[src/rtl/mux_seq_pkg.sv]
// Shared types and default timing for the break-before-make mux switch sequencer.
package mux_seq_pkg;

    typedef enum logic [2:0] {
        OFF,
        BREAK,
        ADDR,
        SETTLE,
        READY
    } seq_state_t;

    // Default timing in 100 MHz cycles.
    localparam int unsigned T_BREAK_DEF  = 4;   // 40 ns with every path disabled
    localparam int unsigned T_ADDR_DEF   = 19;  // ADG1206 address-to-data 185 ns + margin
    localparam int unsigned T_SETTLE_DEF = 12;  // 115 ns enable latency + margin

    localparam int unsigned N_CH_DEF  = 32;
    localparam int unsigned CH_W_DEF  = 6;
    localparam int unsigned CNT_W_DEF = 8;

    // Completed-switch counter holds at all-ones instead of wrapping.
    function automatic logic [15:0] sat_inc16(input logic [15:0] v);
        return (v == 16'hFFFF) ? v : v + 16'd1;
    endfunction

endpackage

[src/rtl/mux_switch_sequencer_if.sv]
// Request/status bundle between the protocol slave and the switch sequencer.
interface mux_switch_sequencer_if
    import mux_seq_pkg::*;
#(
    parameter int unsigned CH_W = CH_W_DEF
);
    logic            req_valid;
    logic [CH_W-1:0] req_ch;
    logic [CH_W-1:0] sel_ch;
    logic            out_en;
    logic            switching_ready;
    logic            busy;
    logic            req_err;
    logic [15:0]     switch_count;

    // Requester side (protocol slave / status logic).
    modport master (
        output req_valid, req_ch,
        input  sel_ch, out_en, switching_ready, busy, req_err, switch_count
    );

    // Sequencer side.
    modport slave (
        input  req_valid, req_ch,
        output sel_ch, out_en, switching_ready, busy, req_err, switch_count
    );

endinterface

[src/rtl/seq_timer.sv]
// Down-counter for the timed sequencer states: a load of v raises expire_o for one
// cycle, v cycles after the load cycle.
module seq_timer #(
    parameter int unsigned CNT_W = 8
) (
    input  logic             clk_i,
    input  logic             rst_i,
    input  logic             load_i,
    input  logic [CNT_W-1:0] load_val_i,
    output logic             expire_o
);

    logic [CNT_W-1:0] cnt_q, cnt_d;

    // Load wins over counting; the counter parks at zero once it has run out.
    always_comb begin
        cnt_d = cnt_q;
        if (load_i) begin
            cnt_d = load_val_i;
        end else if (cnt_q != '0) begin
            cnt_d = cnt_q - CNT_W'(1);
        end
    end

    // Counter register with synchronous reset.
    always_ff @(posedge clk_i) begin
        if (rst_i) begin
            cnt_q <= '0;
        end else begin
            cnt_q <= cnt_d;
        end
    end

    // Last counted cycle; the count reaches zero on the following edge, so this is a single pulse.
    assign expire_o = (cnt_q == CNT_W'(1));

endmodule

[src/rtl/mux_switch_sequencer.sv]
// Break-before-make sequencer: every channel change disables all senders and muxes,
// applies the new address, waits for the address to settle, enables, then waits for
// the enable to settle before reporting switching_ready.
module mux_switch_sequencer
    import mux_seq_pkg::*;
#(
    parameter int unsigned N_CH     = N_CH_DEF,
    parameter int unsigned CH_W     = CH_W_DEF,
    parameter int unsigned T_BREAK  = T_BREAK_DEF,
    parameter int unsigned T_ADDR   = T_ADDR_DEF,
    parameter int unsigned T_SETTLE = T_SETTLE_DEF,
    parameter int unsigned CNT_W    = CNT_W_DEF
) (
    input  logic                   clock_i,
    input  logic                   reset_i,
    mux_switch_sequencer_if.slave  seq_if
);

    seq_state_t      state_q;
    logic [CH_W-1:0] target_q, target_d;
    logic [CH_W-1:0] sel_ch_q;
    logic            out_en_q;
    logic            ready_q;
    logic            busy_q;
    logic            req_err_q;
    logic [15:0]     count_q;

    logic             req_ok, req_bad, req_new;
    logic             in_seq, start, restart;
    logic             tmr_load, tmr_expire;
    logic [CNT_W-1:0] tmr_val;

    // Request decode, target update and timer reload for whichever timed state is entered next.
    always_comb begin
        req_ok  = seq_if.req_valid && (32'(seq_if.req_ch) < N_CH);
        req_bad = seq_if.req_valid && !(32'(seq_if.req_ch) < N_CH);
        // A request for the channel already targeted never disturbs a sequence or READY.
        req_new = req_ok && (seq_if.req_ch != target_q);
        in_seq  = (state_q == BREAK) || (state_q == ADDR) || (state_q == SETTLE);
        // From OFF there is no valid channel yet, so any in-range request starts a switch.
        start   = ((state_q == OFF) && req_ok) || ((state_q == READY) && req_new);
        // A new target after the address was applied must go back through BREAK.
        restart = req_new && ((state_q == ADDR) || (state_q == SETTLE));

        target_d = target_q;
        if (start || (in_seq && req_new)) begin
            target_d = seq_if.req_ch;
        end

        tmr_load = 1'b0;
        tmr_val  = CNT_W'(T_BREAK);
        if (start || restart) begin
            tmr_load = 1'b1;
            tmr_val  = CNT_W'(T_BREAK);
        end else if (tmr_expire && (state_q == BREAK)) begin
            tmr_load = 1'b1;
            tmr_val  = CNT_W'(T_ADDR);
        end else if (tmr_expire && (state_q == ADDR)) begin
            tmr_load = 1'b1;
            tmr_val  = CNT_W'(T_SETTLE);
        end
    end

    seq_timer #(
        .CNT_W (CNT_W)
    ) u_timer (
        .clk_i      (clock_i),
        .rst_i      (reset_i),
        .load_i     (tmr_load),
        .load_val_i (tmr_val),
        .expire_o   (tmr_expire)
    );

    // Sequencer FSM with registered outputs; sel_ch only moves on ADDR entry, while out_en is low.
    always_ff @(posedge clock_i) begin
        if (reset_i) begin
            state_q   <= OFF;
            target_q  <= '0;
            sel_ch_q  <= '0;
            out_en_q  <= 1'b0;
            ready_q   <= 1'b0;
            busy_q    <= 1'b0;
            req_err_q <= 1'b0;
            count_q   <= '0;
        end else begin
            req_err_q <= req_bad;
            target_q  <= target_d;
            case (state_q)
                OFF, READY: begin
                    if (start) begin
                        state_q  <= BREAK;
                        out_en_q <= 1'b0;
                        ready_q  <= 1'b0;
                        busy_q   <= 1'b1;
                    end
                end
                BREAK: begin
                    if (tmr_expire) begin
                        state_q  <= ADDR;
                        // A request in the last BREAK cycle still wins.
                        sel_ch_q <= target_d;
                    end
                end
                ADDR: begin
                    if (restart) begin
                        state_q <= BREAK;
                    end else if (tmr_expire) begin
                        state_q  <= SETTLE;
                        out_en_q <= 1'b1;
                    end
                end
                SETTLE: begin
                    // Restart has priority over expiry so an aborted switch never reports ready.
                    if (restart) begin
                        state_q  <= BREAK;
                        out_en_q <= 1'b0;
                    end else if (tmr_expire) begin
                        state_q <= READY;
                        ready_q <= 1'b1;
                        busy_q  <= 1'b0;
                        count_q <= sat_inc16(count_q);
                    end
                end
                default: begin
                    state_q  <= OFF;
                    out_en_q <= 1'b0;
                    ready_q  <= 1'b0;
                    busy_q   <= 1'b0;
                end
            endcase
        end
    end

    assign seq_if.sel_ch          = sel_ch_q;
    assign seq_if.out_en          = out_en_q;
    assign seq_if.switching_ready = ready_q;
    assign seq_if.busy            = busy_q;
    assign seq_if.req_err         = req_err_q;
    assign seq_if.switch_count    = count_q;

endmodule

[src/flat_wrapper.sv]
// flat-port wrapper written by rule: the top's interface ports become plain ports
module mux_switch_sequencer_flat import mux_seq_pkg::*;
#(
    parameter int unsigned N_CH     = N_CH_DEF,
    parameter int unsigned CH_W     = CH_W_DEF,
    parameter int unsigned T_BREAK  = T_BREAK_DEF,
    parameter int unsigned T_ADDR   = T_ADDR_DEF,
    parameter int unsigned T_SETTLE = T_SETTLE_DEF,
    parameter int unsigned CNT_W    = CNT_W_DEF
)
  (clock_i, reset_i, seq_if_req_valid, seq_if_req_ch, seq_if_sel_ch, seq_if_out_en, seq_if_switching_ready, seq_if_busy, seq_if_req_err, seq_if_switch_count);
  mux_switch_sequencer_if #(.CH_W(CH_W)) seq_if_i ();
  input  logic clock_i;
  input  logic reset_i;
  input wire logic [$bits(seq_if_i.req_valid)-1:0] seq_if_req_valid;
  input wire logic [$bits(seq_if_i.req_ch)-1:0] seq_if_req_ch;
  output wire logic [$bits(seq_if_i.sel_ch)-1:0] seq_if_sel_ch;
  output wire logic [$bits(seq_if_i.out_en)-1:0] seq_if_out_en;
  output wire logic [$bits(seq_if_i.switching_ready)-1:0] seq_if_switching_ready;
  output wire logic [$bits(seq_if_i.busy)-1:0] seq_if_busy;
  output wire logic [$bits(seq_if_i.req_err)-1:0] seq_if_req_err;
  output wire logic [$bits(seq_if_i.switch_count)-1:0] seq_if_switch_count;
  assign seq_if_i.req_valid = seq_if_req_valid;
  assign seq_if_i.req_ch = seq_if_req_ch;
  assign seq_if_sel_ch = seq_if_i.sel_ch;
  assign seq_if_out_en = seq_if_i.out_en;
  assign seq_if_switching_ready = seq_if_i.switching_ready;
  assign seq_if_busy = seq_if_i.busy;
  assign seq_if_req_err = seq_if_i.req_err;
  assign seq_if_switch_count = seq_if_i.switch_count;
  mux_switch_sequencer #(.N_CH(N_CH), .CH_W(CH_W), .T_BREAK(T_BREAK), .T_ADDR(T_ADDR), .T_SETTLE(T_SETTLE), .CNT_W(CNT_W)) u_core (.clock_i(clock_i), .reset_i(reset_i), .seq_if(seq_if_i));
endmodule
[config.mk]
export PLATFORM = sky130hd
export DESIGN_NAME = mux_switch_sequencer_flat
export DESIGN_NICKNAME = d
export VERILOG_FILES = /design/src/rtl/mux_seq_pkg.sv /design/src/rtl/mux_switch_sequencer_if.sv /design/src/rtl/seq_timer.sv /design/src/rtl/mux_switch_sequencer.sv /design/src/flat_wrapper.sv
export SDC_FILE = /design/constraint.sdc
export NUM_CORES = 1
export LEC_CHECK = 0
export ABC_AREA = 1
export CAP_MARGIN = 15
export CELL_PAD_IN_SITES_DETAIL_PLACEMENT = 0
export CELL_PAD_IN_SITES_GLOBAL_PLACEMENT = 1
export CORE_MARGIN = 3
export CORE_UTILIZATION = 41
export DETAILED_ROUTE_END_ITERATION = 10
export PLACE_DENSITY = 0.86
export SLEW_MARGIN = 30
export SYNTH_ARGS = -nofsm -noshare
export SYNTH_HDL_FRONTEND = slang
export SYNTH_SLANG_ARGS = --single-unit
[constraint.sdc]
create_clock -name clock_i -period 4.75 [get_ports clock_i]
set_input_delay 1.1875 -clock clock_i [delete_from_list [all_inputs] [get_ports clock_i]]
set_output_delay 1.1875 -clock clock_i [all_outputs]
set_load 0.02 [all_outputs]
Word level (Yosys, flattened, before mapping):

Index checks and enable logic that the tools add are counted.

* register bits: 43
* latch bits: 0
* RAM bits: 0
* memory bits (read-only): 0
* input bits: 9
* output and inout bits: 26
* logic and storage cells: 84
* memories: 0

* $add $sub $neg: 2
* multiply operators: 0
* div/mod/pow operators: 0
* magnitude comparators: 1
* eq/ne operators: 16
* shift operators: 0
* muxes and demuxes: 26
* bitwise gates (word level): 4
* reduce and logical (&&, ||, !) cells: 26

Operators with widths (number)
* $mux W8: 4
* $mux W3: 6
* $add A16 B1 Y16 const B: 1
* $eq A16 B16 Y1 const B: 1
* $pmux W3 S4: 1
* $reduce_and A4 Y1: 3
* $mux W1: 10
* $ne A2 B1 Y1 const B: 5
* $logic_and A1 B1 Y1: 9
* $eq A8 B1 Y1 const B: 1
* $reduce_bool A8 Y1: 1
* $sub A8 B1 Y8 const B: 1
* $eq A3 B2 Y1 const B: 2
* $logic_or A1 B1 Y1: 6
* $lt A6 B6 Y1 const B: 1
* $mux W6: 1
* $ne A3 B1 Y1 const B: 2
* $ne A6 B6 Y1: 1
* $pmux W1 S3: 2
* $reduce_and A5 Y1: 1
* $mux W4: 1
* $ne A2 B2 Y1 const B: 2
* $not A1 Y1: 4
* $pmux W1 S4: 1
* other kinds (7): 8

Depth between registers and ports, before layout:

* depth in word-level cells: 8
* gate-level depth with buffers: 13
* mapped depth without buffers: 13

Modules after synthesis:

Synthesis repeated with hierarchy kept, for this count alone.

* cells, all modules: 399
* area total of the unflattened synthesis: 2627.5 sq um

Modules (own cells, without submodules)
* mux_switch_sequencer: instances 1, cells an instance 310, area each 2073.2 sq um, sequential area each 700.7 sq um
* seq_timer: instances 1, cells an instance 89, area each 554.3 sq um, sequential area each 160.2 sq um

Worst setup path after synthesis:

Ideal clock, no wire load.

* kind: input -> register
* start point: in seq_if_req_ch[2]
* end point: reg u_core.count_q[4] (netlist: u_core.seq_if.switch_count[4])
* setup time: 117 ps
* data arrival time: 2161 ps
* data required time: 4633 ps
* setup slack: 2472 ps
* stages on the path: 11
* buffers on the path: 0
* cell sequence: inv_1 > nand2_1 > nand2_1 > nor2_2 > nand3_2 > nand2_4 > nand2_4 > nor2_8 > nand3_2 > o21ai_0 > nor2_1

* word-level cells in the longest chain between the ends: 6
* elaborated cells on any way between the ends: 7
* those cells by class: order compare: 1; eq/ne: 1; bitwise: 1; reduce/logical: 4

RTL lines
* from (decl): RTL line flat_wrapper.sv:16 `input wire logic [$bits(seq_if_i.req_ch)-1:0] seq_if_req_ch;`
* $lt A6 B6 Y1: RTL line mux_switch_sequencer.sv:35 `req_ok = seq_if.req_valid && (32'(seq_if.req_ch) < N_CH);`
* $logic_and A1 B1 Y1: RTL line mux_switch_sequencer.sv:35
* $logic_and A1 B1 Y1 (*): RTL line mux_switch_sequencer.sv:38 `req_new = req_ok && (seq_if.req_ch != target_q);`
* $logic_and A1 B1 Y1 (*): RTL line mux_switch_sequencer.sv:43 `restart = req_new && ((state_q == ADDR) || (state_q == SETTLE));`
* $not A1 Y1 (no line) (*)
* $reduce_and A4 Y1 (no line) (*)
* to (signal assigned): RTL line mux_switch_sequencer.sv:121 `count_q <= sat_inc16(count_q);`
* to (decl): RTL line mux_switch_sequencer.sv:26 `logic [15:0] count_q;`

Every way passes the cells marked *; elsewhere a longest branch is shown, timed or not.
A chain may end at the register's enable or synchronous reset.

Worst setup path after layout:

* start point: in seq_if_req_ch[5]
* end point: reg u_core.sel_ch_q[4] (netlist: u_core.seq_if.sel_ch[4])

* word-level cells in the longest chain between the ends: 7
* elaborated cells on any way between the ends: 10
* those cells by class: order compare: 1; eq/ne: 1; mux: 1; reduce/logical: 7

RTL lines
* $lt A6 B6 Y1: RTL line mux_switch_sequencer.sv:35
* $logic_and A1 B1 Y1: RTL line mux_switch_sequencer.sv:35
* $logic_and A1 B1 Y1: RTL line mux_switch_sequencer.sv:38
* $logic_and A1 B1 Y1: RTL line mux_switch_sequencer.sv:41 `start = ((state_q == OFF) && req_ok) || ((state_q == READY) && req_new);`
* $logic_or A1 B1 Y1: RTL line mux_switch_sequencer.sv:41
* $logic_or A1 B1 Y1 (*): RTL line mux_switch_sequencer.sv:46 `if (start || (in_seq && req_new)) begin`
* $mux W6 (*): RTL line mux_switch_sequencer.sv:46
* to (signal assigned): RTL line mux_switch_sequencer.sv:101 `sel_ch_q <= target_d;`
* to (decl): RTL line mux_switch_sequencer.sv:21 `logic [CH_W-1:0] sel_ch_q;`

Marks and branches as above.

==> flow_summary.ini <==
[clocking]
cts_setup_buffers = 0
cts_hold_buf = 0
cts-buffers-inserted = 5
htreeDepth = 2
cts_root_buf = clkbuf_8
cts_tree = built
clk_path_buf_depth = 2
cts.reportedPaths.clkPinSlew_ns = 0.08
clock_latency_ns = 0.29
post_cts_resize_count = 0
cts.sinks = 43

[timing]
slew_headroom_pct = 59.4
finalSetupViolations = 0
rsz0062_at_grt = no
slew_viol_final = 0
fin_ws_ns = 1.95
tns_ns = 0
fin_crit_sh_pct = 58.9
hold_viol = 0
skew_ns = 0.00565
tightest_slew_ns = 0.608
fin_crit_ns = 2.80
max_freq_mhz = 357

[worst_setup_path]
path_cells = clkdlybuf4s50_1, nor2_2, nand3_1, nand2_1, inv_1, nand2_1, nand3_1, nand2_1, inv_1
critPathBufInv = 3
cp_common_cell = nand2_1
crit_type = input port to register
path_depth = 9
cp_max_fo = 6
arrival_ns = 3.00
slowest_delay_ns = 0.48
r2r_cells = 10
crit_path_top_delay_cell = clkdlybuf4s50_1
critical_path_required_ns = 4.95
critPathTopFamily = simple AND/OR/NAND/NOR gates
critPathLaunchType = input port
cp-end-kind = register

[synthesis]
yosysWarnings = 0
synth_cells = 361
ys_seq_area_share_pct = 35.5
yosys_register_bits = 43
async_reset_ff_share_pct = 0
synth_edf_count = 0
yosys_most_used_dff = dfxtp_1
yosysUniqueCellTypes = 31
syn-cell-area_um2 = 2430
synth_nets = 373
syn_area_per_cell_um2 = 6.72

[global_routing]
grt_pass1_wl_mm = 9.32
antenna_found_initial = 0
grt_overflow = 0
grt_max_degree = 28
track_usage_pct = 16.0
grt_pass1_vias = 2043

[min_path]
holdPathStages = 2
hold_path_class = register to register

[power]
irDropWorstVdd_v = 0.000222
powerDensity_nw_per_um2 = 329
finalPower_uw = 956
leakagePower_nw = 1.25

[place]
placed_cells = 463
hpwl_mm = 3.94
port_buffers = 34
place_ws_ns = 1.60
place_congestion = 0.816
dpl-instance-area_um2 = 2840

[die]
die_x_um = 82.9
fp-row-count = 27
num_io_pins = 35
fp.dieH_um = 82.9
start_util_pct = 43.3
die-area_um2 = 6880
core_um2 = 5610

[detailed_routing]
wl_met1_mm = 2.54
wl_met2_mm = 2.53
dr.pass1.iters = 4
finalWirelength_mm = 5.32
maxUsedRoutingLayer = met4
wl_per_cell_um = 11.3
drc = 0
drtIter0Drc = 82
via_per_inst = 4.87
met3WireLength_um = 189
final_antenna_net_count = 0
vias = 2285

[cells_and_area]
drive_gt1_share_pct = 8.82
fin_area_um2 = 2910
layoutNonFillerInstCount = 469
area_growth_pct = 19.9
antennaDiodeCount = 0
nNetsFinal = 410

[outcome]
status = finished clean

[flow_run]
cap_violations = 0
worst register-to-register path, cell delays in order, from the launching register on:
cell and delay [ns]:
dfxtp_1 0.33, inv_1 0.08, ha_1 0.13, nand2_1 0.08, nor2_4 0.19, inv_1 0.12, nor2_2 0.48, inv_1 0.20
nand2_1 0.18, nand4_1 0.09, nand2_1 0.09
Yosys cell counts, types with 2 or more instances:
| cell type | number | share of area [%] |
|---|---|---|
| nand2_1 | 94 | 15 |
| nor2_1 | 47 | 7.3 |
| dfxtp_1 | 43 | 35 |
| inv_1 | 43 | 6.7 |
| nand3_1 | 29 | 6.0 |
| a21oi_1 | 25 | 5.2 |
| o21ai_0 | 10 | 2.1 |
| nand4_1 | 7 | 1.8 |
| xnor2_1 | 7 | 2.5 |
| inv_2 | 5 | 0.77 |
| nor2_2 | 5 | 1.3 |
| nor3_1 | 5 | 1.0 |
| nor4_1 | 5 | 1.3 |
| xor2_1 | 5 | 1.8 |
| nand2_4 | 4 | 1.9 |
| nand3_2 | 4 | 1.7 |
| ha_1 | 3 | 1.5 |
| nand2_2 | 3 | 0.77 |
| nor2_4 | 3 | 1.4 |
| buf_4 | 2 | 0.62 |
| clkbuf_1 | 2 | 0.31 |
per-stage QoR:
step / hold WS (ns) / utilization, %
final: 0.448 / 51.9
after global routing: 0.499 / 51.9
after CTS: 0.453 / 51.9
after detailed placement: 0.442 / 50.6
after global placement: 0.443 / 50.6
after floorplan: 0.460 / -
cell families (layout without fill, tap and decap cells):
logic type | after synthesis | count (layout) | share of synthesized area, %
compound gates | 38 | 38 | 8.05
xor+xnor | 12 | 12 | 4.33
buf+inv | 54 | 90 | 8.77
flops | 43 | 43 | 35.5
simple gates | 211 | 211 | 41.8
fa+ha+maj | 3 | 3 | 1.55
cell type report:
type / count / area (um^2)
Inverter: 49 / 185
Multi-Input combinational cell: 264 / 1350
Clock buffer: 6 / 72.6
Tap cell: 72 / 90.1
Fill cell: 575 / 2700
Sequential cell: 43 / 861
Timing Repair Buffer: 35 / 348
metal layers:
layer,vias up,GRT usage [%]
li1,1226,-
met1,1008,20.0
met2,45,27.8
met3,6,3.37
met4,0,4.01
met5,-,0
state kept, by name, summed over array words and instances, names as in the netlist:
register	cells
u_core.seq_if.busy	1
u_core.seq_if.out_en	1
u_core.seq_if.req_err	1
u_core.seq_if.sel_ch	6
u_core.seq_if.switch_count	16
u_core.seq_if.switching_ready	1
u_core.state_q	3
u_core.target_q	6
u_core.u_timer.cnt_q	8
layout by cell type (no fill, tap or decap), types with 7 or more instances in the layout:
master           synthesis  routed
nand4_1                  7       7
nand2_1                 94      94
o21ai_0                 10      10
clkdlybuf4s50_1          0      34
inv_1                   43      43
xnor2_1                  7       7
nand3_1                 29      29
nor2_1                  47      47
dfxtp_1                 43      43
a21oi_1                 25      25
report_power, final:
part,switching [mW],leakage (nW),internal [mW]
logic,0.191,0.863,0.123
registers,0.0288,0.349,0.395
clock network,0.120,0.0371,0.0982
total,0.340,1.25,0.616
path summary, 6_finish.rpt:
check,from,to,slack [ns]
max reg2reg,u_core.u_timer.cnt_q[1],u_core.u_timer.cnt_q[1],2.73
min reg2reg,u_core.seq_if.out_en,u_core.seq_if.out_en,0.45
min,u_core.seq_if.out_en,u_core.seq_if.out_en,0.45
max,seq_if_req_ch[5],u_core.seq_if.sel_ch[4],1.95
Note: power is estimated with default switching activity, not from simulation.
